**config.mk**
```make
export PLATFORM = sky130hd
export DESIGN_NAME = aig_seq_eval
export DESIGN_NICKNAME = d
export VERILOG_FILES = /design/src/rtl/aig_eval_pkg.sv /design/src/rtl/aig_seq_eval_table.sv /design/src/rtl/aig_seq_eval.sv
export SDC_FILE = /design/constraint.sdc
export NUM_CORES = 1
export LEC_CHECK = 0
export CAP_MARGIN = 10
export CORE_MARGIN = 4
export CORE_UTILIZATION = 65
export DETAILED_ROUTE_END_ITERATION = 10
export DONT_BUFFER_PORTS = 1
export GPL_ROUTABILITY_DRIVEN = 0
export PLACE_DENSITY_LB_ADDON = 0.25
export RECOVER_POWER = 25
export SYNTH_ARGS = -nofsm -noshare
export SYNTH_HDL_FRONTEND = slang
export SYNTH_SLANG_ARGS = --single-unit
export TNS_END_PERCENT = 100
```
**constraint.sdc**
```tcl
create_clock -name clk -period 12.2 [get_ports clk]
set_input_delay 0.61 -clock clk [delete_from_list [all_inputs] [get_ports clk]]
set_output_delay 0.61 -clock clk [all_outputs]
set_load 0.01 [all_outputs]
```
**src/rtl/aig_eval_pkg.sv**
```systemverilog
// Shared types and literal helpers for the sequential AIG evaluator.
// The lit_t width follows the default NUM_IN / MAX_NODES sizing below.
package aig_eval_pkg;
  localparam int unsigned DEF_NUM_IN    = 4;
  localparam int unsigned DEF_MAX_NODES = 16;
  localparam int unsigned NV_W          = $clog2(1 + DEF_NUM_IN + DEF_MAX_NODES);
  localparam int unsigned LIT_W         = NV_W + 1;

  typedef logic [LIT_W-1:0] lit_t;

  typedef enum logic [1:0] {
    IDLE = 2'd0,
    EVAL = 2'd1,
    DONE = 2'd2
  } state_e;

  localparam lit_t LIT_CONST0 = lit_t'(0);
  localparam lit_t LIT_CONST1 = lit_t'(1);

  function automatic logic [NV_W-1:0] lit_var(input lit_t l);
    return l[LIT_W-1:1];
  endfunction

  function automatic logic lit_neg(input lit_t l);
    return l[0];
  endfunction
endpackage

```
**src/rtl/aig_seq_eval_table.sv**
```systemverilog
// Node table: MAX_NODES entries of two fanin literals, synchronous write,
// asynchronous read at the node currently being evaluated.
module aig_node_table
  import aig_eval_pkg::*;
#(
  parameter int unsigned MAX_NODES = DEF_MAX_NODES,
  parameter int unsigned IDX_W     = $clog2(MAX_NODES)
) (
  input  logic             clk,
  input  logic             rst_n,
  input  logic             i_we,
  input  logic [IDX_W-1:0] i_waddr,
  input  lit_t             i_wlit0,
  input  lit_t             i_wlit1,
  input  logic [IDX_W-1:0] i_raddr,
  output lit_t             o_rlit0,
  output lit_t             o_rlit1
);
  lit_t r_lit0 [MAX_NODES];
  lit_t r_lit1 [MAX_NODES];

  always_ff @(posedge clk or negedge rst_n) begin
    if (!rst_n) begin
      for (int unsigned i = 0; i < MAX_NODES; i++) begin
        r_lit0[i] <= LIT_CONST0;
        r_lit1[i] <= LIT_CONST0;
      end
    end else if (i_we) begin
      r_lit0[i_waddr] <= i_wlit0;
      r_lit1[i_waddr] <= i_wlit1;
    end
  end

  assign o_rlit0 = r_lit0[i_raddr];
  assign o_rlit1 = r_lit1[i_raddr];
endmodule

```
**src/rtl/aig_seq_eval.sv**
```systemverilog
// Sequential AIG evaluator: one AND node per clock over a run-time-loaded
// node table, fed by a valid/ready input stream and drained by out_ready.
module aig_seq_eval
  import aig_eval_pkg::*;
#(
  parameter int unsigned NUM_IN    = DEF_NUM_IN,
  parameter int unsigned MAX_NODES = DEF_MAX_NODES
) (
  input  logic                         clk,
  input  logic                         rst_n,
  input  logic                         cfg_we,
  input  logic [$clog2(MAX_NODES)-1:0] cfg_addr,
  input  lit_t                         cfg_lit0,
  input  lit_t                         cfg_lit1,
  input  logic [$clog2(MAX_NODES):0]   cfg_num_nodes,
  input  lit_t                         cfg_out_lit,
  input  logic                         in_valid,
  output logic                         in_ready,
  input  logic [NUM_IN-1:0]            in_x,
  output logic                         out_valid,
  input  logic                         out_ready,
  output logic                         out_y,
  output logic                         busy
);
  localparam int unsigned IDX_W = $clog2(MAX_NODES);
  localparam logic [IDX_W:0] NUM_MAX = (IDX_W+1)'(MAX_NODES);

  state_e               r_state;
  logic                 r_in_ready, r_out_valid, r_busy, r_y;
  logic [IDX_W-1:0]     r_k;
  logic [IDX_W:0]       r_num;
  logic [NUM_IN-1:0]    r_x;
  lit_t                 r_out_lit;
  logic [MAX_NODES-1:0] r_val;

  lit_t                 w_lit0, w_lit1;
  logic                 w_we, w_node, w_last;
  logic [IDX_W:0]       w_num_cl;
  logic [MAX_NODES-1:0] w_val_next;

  // Unevaluated nodes and vars past the last node read as the cleared value 0.
  function automatic logic lit_value(input lit_t lit, input logic [NUM_IN-1:0] x,
                                     input logic [MAX_NODES-1:0] vals);
    int unsigned v;
    logic        b;
    v = 32'(lit_var(lit));
    b = 1'b0;
    for (int unsigned i = 0; i < NUM_IN; i++)
      if (v == i + 1) b = x[i];
    for (int unsigned i = 0; i < MAX_NODES; i++)
      if (v == NUM_IN + 1 + i) b = vals[i];
    return b ^ lit_neg(lit);
  endfunction

  assign w_we = cfg_we & (r_state == IDLE);

  aig_node_table #(
    .MAX_NODES(MAX_NODES),
    .IDX_W    (IDX_W)
  ) u_table (
    .clk    (clk),
    .rst_n  (rst_n),
    .i_we   (w_we),
    .i_waddr(cfg_addr),
    .i_wlit0(cfg_lit0),
    .i_wlit1(cfg_lit1),
    .i_raddr(r_k),
    .o_rlit0(w_lit0),
    .o_rlit1(w_lit1)
  );

  always_comb begin
    w_num_cl        = (cfg_num_nodes > NUM_MAX) ? NUM_MAX : cfg_num_nodes;
    w_node          = lit_value(w_lit0, r_x, r_val) & lit_value(w_lit1, r_x, r_val);
    w_val_next      = r_val;
    w_val_next[r_k] = w_node;
    w_last          = ({1'b0, r_k} == (r_num - (IDX_W+1)'(1)));
  end

  always_ff @(posedge clk or negedge rst_n) begin
    if (!rst_n) begin
      r_state     <= IDLE;
      r_in_ready  <= 1'b1;
      r_out_valid <= 1'b0;
      r_busy      <= 1'b0;
      r_y         <= 1'b0;
      r_k         <= '0;
      r_num       <= '0;
      r_x         <= '0;
      r_out_lit   <= LIT_CONST0;
      r_val       <= '0;
    end else begin
      case (r_state)
        IDLE: begin
          if (in_valid) begin
            r_x        <= in_x;
            r_out_lit  <= cfg_out_lit;
            r_num      <= w_num_cl;
            r_val      <= '0;
            r_k        <= '0;
            r_in_ready <= 1'b0;
            r_busy     <= 1'b1;
            if (w_num_cl == '0) begin
              // Empty graph: output literal sees only inputs and constants.
              r_y         <= lit_value(cfg_out_lit, in_x, '0);
              r_out_valid <= 1'b1;
              r_state     <= DONE;
            end else begin
              r_state <= EVAL;
            end
          end
        end
        EVAL: begin
          r_val <= w_val_next;
          r_k   <= r_k + IDX_W'(1);
          if (w_last) begin
            r_y         <= lit_value(r_out_lit, r_x, w_val_next);
            r_out_valid <= 1'b1;
            r_state     <= DONE;
          end
        end
        DONE: begin
          if (out_ready) begin
            r_out_valid <= 1'b0;
            r_in_ready  <= 1'b1;
            r_busy      <= 1'b0;
            r_state     <= IDLE;
          end
        end
        default: begin
          r_state     <= IDLE;
          r_in_ready  <= 1'b1;
          r_out_valid <= 1'b0;
          r_busy      <= 1'b0;
        end
      endcase
    end
  end

  assign in_ready  = r_in_ready;
  assign out_valid = r_out_valid;
  assign out_y     = r_y;
  assign busy      = r_busy;
endmodule

```
==> results of run 1 <==
[cells in the mapped netlist (all sizes together) (3+ instances only)]
library cell / instances / area (sq um)
nor3b: 4 / 30.0
a22oi: 7 / 52.6
xnor2: 4 / 35.0
dfrtp: 232 / 5810
mux2i: 23 / 250
buf: 24 / 143
clkbuf: 48 / 180
nand2: 65 / 244
nand2b: 11 / 68.8
a32oi: 4 / 35.0
o21ai: 58 / 294
nand4: 8 / 50.1
nor2: 39 / 146
or2: 4 / 25.0
o211ai: 13 / 103
inv: 17 / 63.8
a22o: 3 / 26.3
nor4: 3 / 18.8
a211oi: 4 / 30.0
xor2: 3 / 26.3
a31oi: 13 / 81.3
mux2: 216 / 2440
o22ai: 7 / 43.8
or3: 5 / 31.3
nor2b: 11 / 68.8
a21oi: 36 / 180
ha: 5 / 62.6
mux4: 52 / 1190
and2: 7 / 43.8
o221a: 3 / 33.8
nor3: 25 / 125
and3: 4 / 25.0
nand3b: 5 / 37.5
o21a: 5 / 37.5
nand3: 22 / 110
o31ai: 6 / 45.0
a31o: 3 / 26.3
[final cells by class]
| class | instances | area (sq um) |
|---|---|---|
| clock buffer | 32 | 692 |
| clock inverter | 11 | 186 |
| fill | 1248 | 5300 |
| inverter | 17 | 63.8 |
| multi-input combinational | 711 | 6350 |
| sequential | 233 | 5840 |
| tap | 260 | 325 |
| timing repair buffer | 7 | 72.6 |
[metrics by stage]
step                hold slack, ns  std cells  instance area (sq um)
floorplan                    0.314       1033                  12500
finish                      0.0661       1271                  13500
global route                 0.143       1271                  13500
detailed placement           0.323       1227                  12600
CTS                          0.226       1271                  13500
global placement             0.322       1227                  12600
[power by group]
group          leakage [nW]  switching [mW]  internal [mW]
registers              3.05           0.277           1.09
logic                  2.37           0.793          0.773
clock network         0.431           0.303          0.504
total                  5.86            1.37           2.36
[routing by layer]
| metal | up-vias | track usage, % | share of wire (%) |
|---|---|---|---|
| met1 | 4400 | 40.3 | 41 |
| met5 | - | 0 | 0 |
| met2 | 446 | 45.3 | 47 |
| met4 | 0 | 10.6 | 4.1 |
| met3 | 91 | 4.04 | 7.7 |
| li1 | 3821 | - | - |
[final timing paths]
path / from / endpoint / cells past startpoint
min in group clk: cfg_num_nodes[0] / r_num[0] / 2
worst min register to register: u_table.r_lit0[17] / u_table.r_lit0[17] / 1
worst max register to register: r_k[2] / out_y / 12
max in group asynchronous: rst_n / u_table.r_lit0[30] / 1
worst max-delay path: r_k[2] / out_y / 12
worst min-delay path: rst_n / r_num[4] / 1
[cell families (layout without fill, tap and decap cells)]
group | count (synthesis) | count (layout) | synth area share [%]
buffers and inverters | 89 | 67 | 3.08
AND/OR/NAND/NOR | 219 | 219 | 8.59
XOR/XNOR | 7 | 7 | 0.489
multiplexers | 291 | 291 | 30.9
AO/OA/AOI/OAI | 189 | 189 | 9.90
adder cells (fa/ha/maj) | 5 | 5 | 0.499
flip-flops | 233 | 233 | 46.5
[flip-flops by register name, indices dropped and copies added (netlist names)]
signal / flops
r_k: 4
r_x: 4
u_table.r_lit0: 96
r_out_lit: 6
in_ready: 1
r_state: 2
r_num: 5
out_valid: 1
out_y: 1
busy: 1
u_table.r_lit1: 96
r_val: 16
[layout by cell type, fill, tap and decap left out, drive strengths merged, types with 3 or more instances in the layout]
cell type / n
xnor2: 4
o221a: 3
mux2i: 23
or2: 4
nor3: 25
and3: 4
ha: 5
a32oi: 4
nand3b: 5
o211ai: 13
nand2: 65
bufinv: 5
nand3: 22
o21ai: 58
buf: 7
mux4: 52
a211oi: 4
o31ai: 6
o22ai: 7
a31o: 3
nor4: 3
nand2b: 11
nor3b: 4
inv: 17
a21oi: 36
clkbuf: 32
xor2: 3
clkinv: 5
a22oi: 7
a22o: 3
and2: 7
nand4: 8
mux2: 216
or3: 5
nor2: 39
o21a: 5
a31oi: 13
dfrtp: 232
nor2b: 11
[timing repair]
| action | in CTS | in global routing |
|---|---|---|
| gates resized for setup | 0 | 0 |
| endpoints found under the hold margin | 233 | 0 |
| buffers inserted | 0 | 0 |
| hold buffers | 1 | 0 |
==> flow_metrics.py, run 1 <==
metrics = {
    "synth": {
        "sequential_cell_area_fraction_in_the_yosys_report_pct": 46.5,
        "synth_edf_count": 0,
        "synth_cell_types": 76,
        "syn-num-nets": 1074,
        "synth-async-reset-ratio_pct": 100,
        "syn_area_per_cell_sq_um": 12.1,
        "netlist_area_sq_mm": 0.0125,
        "ys_dominant_reg_cell": "dfrtp_1",
        "yosysWarningCount": 0,
        "synth-seq-cells": 233,
        "synth_cells": 1033,
    },
    "sta": {
        "max_slew.worst_pin.slew_ns": 1.29,
        "rsz0062_at_grt": "false",
        "max_freq_ghz": 0.203,
        "timing.final.max_slew_violations": 0,
        "tns_ns": 0,
        "timing.final.setup_violations": 0,
        "final_min_period_over_clock_period_pct": 40.4,
        "fin_crit_ns": 4.93,
        "fin_ws_ns": 7.27,
        "finalHoldViolCount": 0,
        "max-slew-margin-rel_pct": 14.1,
        "clock-skew-final_ns": 0.0154,
    },
    "route": {
        "drt_iter0_markers": 795,
        "via_per_inst": 6.89,
        "drtPass1Iterations": 6,
        "antenna_violating_nets_remaining": 0,
        "num_vias": 8758,
        "post-route-drc-count": 0,
        "routed_wirelength_mm": 30.5,
        "post_drt_wl_per_cell_um": 24.0,
    },
    "status": {
        "run_status": "finished clean",
    },
    "power_and_ir_drop": {
        "p_total_mw": 3.74,
        "power_density_over_the_cells_mw_per_mm2": 276,
        "leakagePower_nw": 5.86,
        "power.ir.vdd_worst_mv": 0.166,
    },
    "critical_path": {
        "timing.critical_path.from_type": "flop",
        "worstPathBufferInverterCount": 1,
        "timing.critical_path.required_ns": 12.66,
        "worst_path_dominant_cell_family": "compound AO/OA/AOI/OAI gates",
        "critical-path-slowest-cell": "dfrtp_1",
        "endpoint_kind": "flop",
        "cp_max_fo": 27,
        "setup.reg_to_reg.worst_slack_ns": 7.27,
        "critical_path_class": "flop to flop",
        "worstPathCellList": "inv_1 > mux2i_1 > a21oi_1 > a211oi_1 > o2111ai_1 > a21oi_1 > mux2i_1 > o211ai_2 > a32o_1 > a211o_1 > a31oi_1 > nand3b_1",
        "worst_path_largest_cell_delay_ns": 1.13,
        "timing.critical_path.arrival_ns": 5.39,
    },
    "floorplan": {
        "die_h_um": 147,
        "placementRows": 50,
        "coreArea_sq_mm": 0.0188,
        "die_w_um": 147,
        "floorplan.die_area_sq_mm": 0.0216,
        "effective_utilization_at_floorplan_pct": 66.6,
        "top_level_ports": 40,
    },
    "cts": {
        "clkTransAtPathRegs_ns": 0.06,
        "clock_tree_buf_depth": 3,
        "cts.htree.levels": 1,
        "cts-buffers-inserted": 25,
        "tritoncts_clock_tree": "yes",
        "clock_sinks": 233,
        "clock-root-buffer": "clkbuf_16",
        "clk-insertion-delay-late_ns": 0.52,
    },
    "job": {
        "cap_viol_max_count": 0,
    },
    "layout": {
        "final_net_count": 1036,
        "final_core_utilization_pct": 71.9,
        "area_overhead_of_the_layout_relative_to_synthesis_pct": 7.89,
        "n_antenna_cell": 0,
        "post_route_cells_drive_above_1_share_pct": 33.0,
    },
    "global_routing": {
        "wire_length_of_the_first_global_routing_pass_mm": 48.5,
        "grt_overflow": 0,
        "first_global_vias": 8654,
        "grt_max_degree": 234,
        "grt_antenna_before_repair": 0,
        "grt_usage_pct": 28.4,
    },
    "placed_design": {
        "io_buffer_count": 0,
        "hpwl_mm": 19.2,
        "preCtsSetupSlack_ns": 7.40,
    },
    "min_path": {
        "holdCritPathClass": "primary input to asynchronous set/reset pin",
    },
}
Note: power is estimated with default switching activity, not from simulation.
==> run 2, diff against run 1 <==
Settings changed: CORE_UTILIZATION 65 to 64.
Clock period 12.2 ns to 4.7 ns, I/O delays scaled along.
==> flow_metrics.py, run 2 (synthesized netlist as in run 1, its figures left out) <==
metrics = {
    "status": {
        "run_status": "finished with violations",
        "violated_checks": "hold timing",
    },
    "sta": {
        "hold_slack_final_ns": -0.605,
        "finalHoldViolCount": 233,
        "fin_ws_ns": 0.492,
        "max_slew.worst_pin.slew_ns": 1.00,
        "max-slew-margin-rel_pct": 33.0,
        "final_min_period_over_clock_period_pct": 89.5,
        "rsz0062_at_grt": "false",
        "clock-skew-final_ns": 0.0187,
        "max_freq_ghz": 0.238,
        "timing.final.setup_violations": 0,
        "fin_crit_ns": 4.21,
        "timing.final.max_slew_violations": 0,
        "tns_ns": 0,
    },
    "critical_path": {
        "worst_path_dominant_cell_family": "compound AO/OA/AOI/OAI gates",
        "cp_max_fo": 18,
        "ff2ff_path_depth": 13,
        "worstPathBufferInverterCount": 2,
        "setup.reg_to_reg.worst_slack_ns": 0.49,
        "endpoint_kind": "flop",
        "critical_path.reg2reg.startpoint": "r_k[1]",
        "timing.critical_path.from_type": "flop",
        "worstPathCellList": "buf_12 > mux4_1 > mux2_2 > mux2i_1 > inv_1 > or3_1 > o311a_1 > o21a_1 > o211ai_2 > o221ai_1 > a32oi_1 > a31oi_1 > nand3b_1",
        "timing.critical_path.arrival_ns": 4.64,
        "critical-path-slowest-cell": "dfrtp_4",
        "worst_path_largest_cell_delay_ns": 0.63,
        "timing.critical_path.required_ns": 5.13,
        "r2r-end": "out_y",
        "critical_path_class": "flop to flop",
    },
    "cts": {
        "cts-buffers-inserted": 25,
        "tritoncts_clock_tree": "yes",
        "postCtsSetupRepairBufs": 0,
        "clk-insertion-delay-late_ns": 0.55,
        "clock_sinks": 233,
        "clock_tree_buf_depth": 3,
        "cts.repair.resized": 0,
        "clkTransAtPathRegs_ns": 0.07,
        "clock-root-buffer": "clkbuf_16",
        "cts.htree.levels": 1,
        "number_of_buffers_inserted_by_hold_repair_at_cts": 29,
    },
    "layout": {
        "post_route_cells_drive_above_1_share_pct": 32.7,
        "layout.cells.most_common_list": "dfrtp_1 (229), mux2_2 (214), nand2_1 (65), o21ai_0 (51), mux4_2 (47)",
        "layout.filler_cells": 1302,
        "biggest_registers_after_layout": "u_table.r_lit0 (96), u_table.r_lit1 (96), r_val (16)",
        "finish.instance_area_sq_mm": 0.0139,
        "final_net_count": 1082,
        "n_antenna_cell": 0,
        "leading_cell_type_in_the_layout_fill_and_taps_excluded": "dfrtp_1",
        "final_core_utilization_pct": 73.2,
        "area_overhead_of_the_layout_relative_to_synthesis_pct": 11.0,
    },
    "floorplan": {
        "die_h_um": 148,
        "top_level_ports": 40,
        "placementRows": 50,
        "die_w_um": 148,
        "coreArea_sq_mm": 0.0190,
        "effective_utilization_at_floorplan_pct": 65.9,
        "floorplan.die_area_sq_mm": 0.0219,
    },
    "route": {
        "routed_wirelength_mm": 32.1,
        "drtPass1Iterations": 6,
        "post-route-drc-count": 0,
        "post_drt_wl_per_cell_um": 24.3,
        "via_per_inst": 6.84,
        "drt_iter0_markers": 756,
        "antenna_violating_nets_remaining": 0,
        "num_vias": 9032,
    },
    "placed_design": {
        "io_buffer_count": 0,
        "hpwl_mm": 20.9,
        "preCtsSetupSlack_ns": 0.543,
        "postPlaceCellArea_sq_mm": 0.0128,
    },
    "power_and_ir_drop": {
        "p_total_mw": 9.84,
        "internal_power_mw": 6.17,
        "clk_network_pwr_share_pct": 20.6,
        "comb_power_share_pct": 43.4,
        "pwr-share-seq_pct": 36.0,
        "power.ir.vdd_worst_mv": 0.405,
        "switching_share_pct": 37.3,
        "switchingPower_mw": 3.68,
        "power_density_over_the_cells_mw_per_mm2": 707,
        "leakagePower_nw": 6.04,
    },
    "global_routing": {
        "wire_length_of_the_first_global_routing_pass_mm": 51.3,
        "grt_antenna_before_repair": 0,
        "first_global_vias": 9025,
        "grt_overflow": 0,
        "grt_max_degree": 234,
        "grt_usage_pct": 29.9,
    },
    "min_path": {
        "holdCritPathClass": "primary input to asynchronous set/reset pin",
    },
    "job": {
        "cap_viol_max_count": 0,
    },
}
## run 2: changes by cell type in the layout (fill, tap and decap cells not counted), sizes merged
cell / change
clkinvlp: -1
buf: +17
clkbuf: +6
bufinv: -2
inv: +1
clkinv: -1
dlygate4sd3: +29
## run 2: how the worst max path moves through the flow
stage	from	end	slack, ns	cells past startpoint
after global placement	r_k[1]	out_y	0.61	13
after detailed placement	r_k[1]	out_y	0.54	14
final	r_k[1]	out_y	0.49	13
after global routing	r_k[1]	out_y	0.25	14
after CTS	r_k[1]	out_y	0.53	14
after floorplan	r_k[0]	out_y	0.82	16
## run 2: area by class of cell
| class | count | area, sq um | share of cell area [%] |
|---|---|---|---|
| Clock buffer | 38 | 714 | 5.13 |
| Timing Repair Buffer | 53 | 508 | 3.65 |
| Tap cell | 260 | 325 | 2.34 |
| Multi-Input combinational cell | 711 | 6340 | 45.5 |
| Inverter | 17 | 63.8 | 0.459 |
| Sequential cell | 233 | 5840 | 41.9 |
| Clock inverter | 8 | 130 | 0.935 |
## run 2: power by group through the flow
stage          Clock (mW)  Sequential, mW  Combinational, mW
6_report             2.03            3.55               4.27
3_3_place_gp            0            3.49               4.01
5_1_grt              2.13            3.63               4.65
2_1_floorplan           0            3.18               3.44
3_5_place_dp            0            3.55               4.13
4_1_cts              2.05            3.52               4.21
## run 2: per-layer routing
layer | vias to the layer above | part of all wire (%) | GRT usage, %
met5 | - | 0 | 0
met4 | 0 | 5.4 | 12.8
li1 | 3924 | - | -
met2 | 431 | 47 | 48.2
met3 | 124 | 7.5 | 4.35
met1 | 4553 | 40 | 41.2
## run 2: through the flow
step / hold WS (ns) / cells
floorplan: -0.0606 / 1033
global placement: -0.0526 / 1245
detailed placement: -0.0528 / 1245
CTS: -0.616 / 1320
global route: -0.622 / 1320
finish: -0.605 / 1320
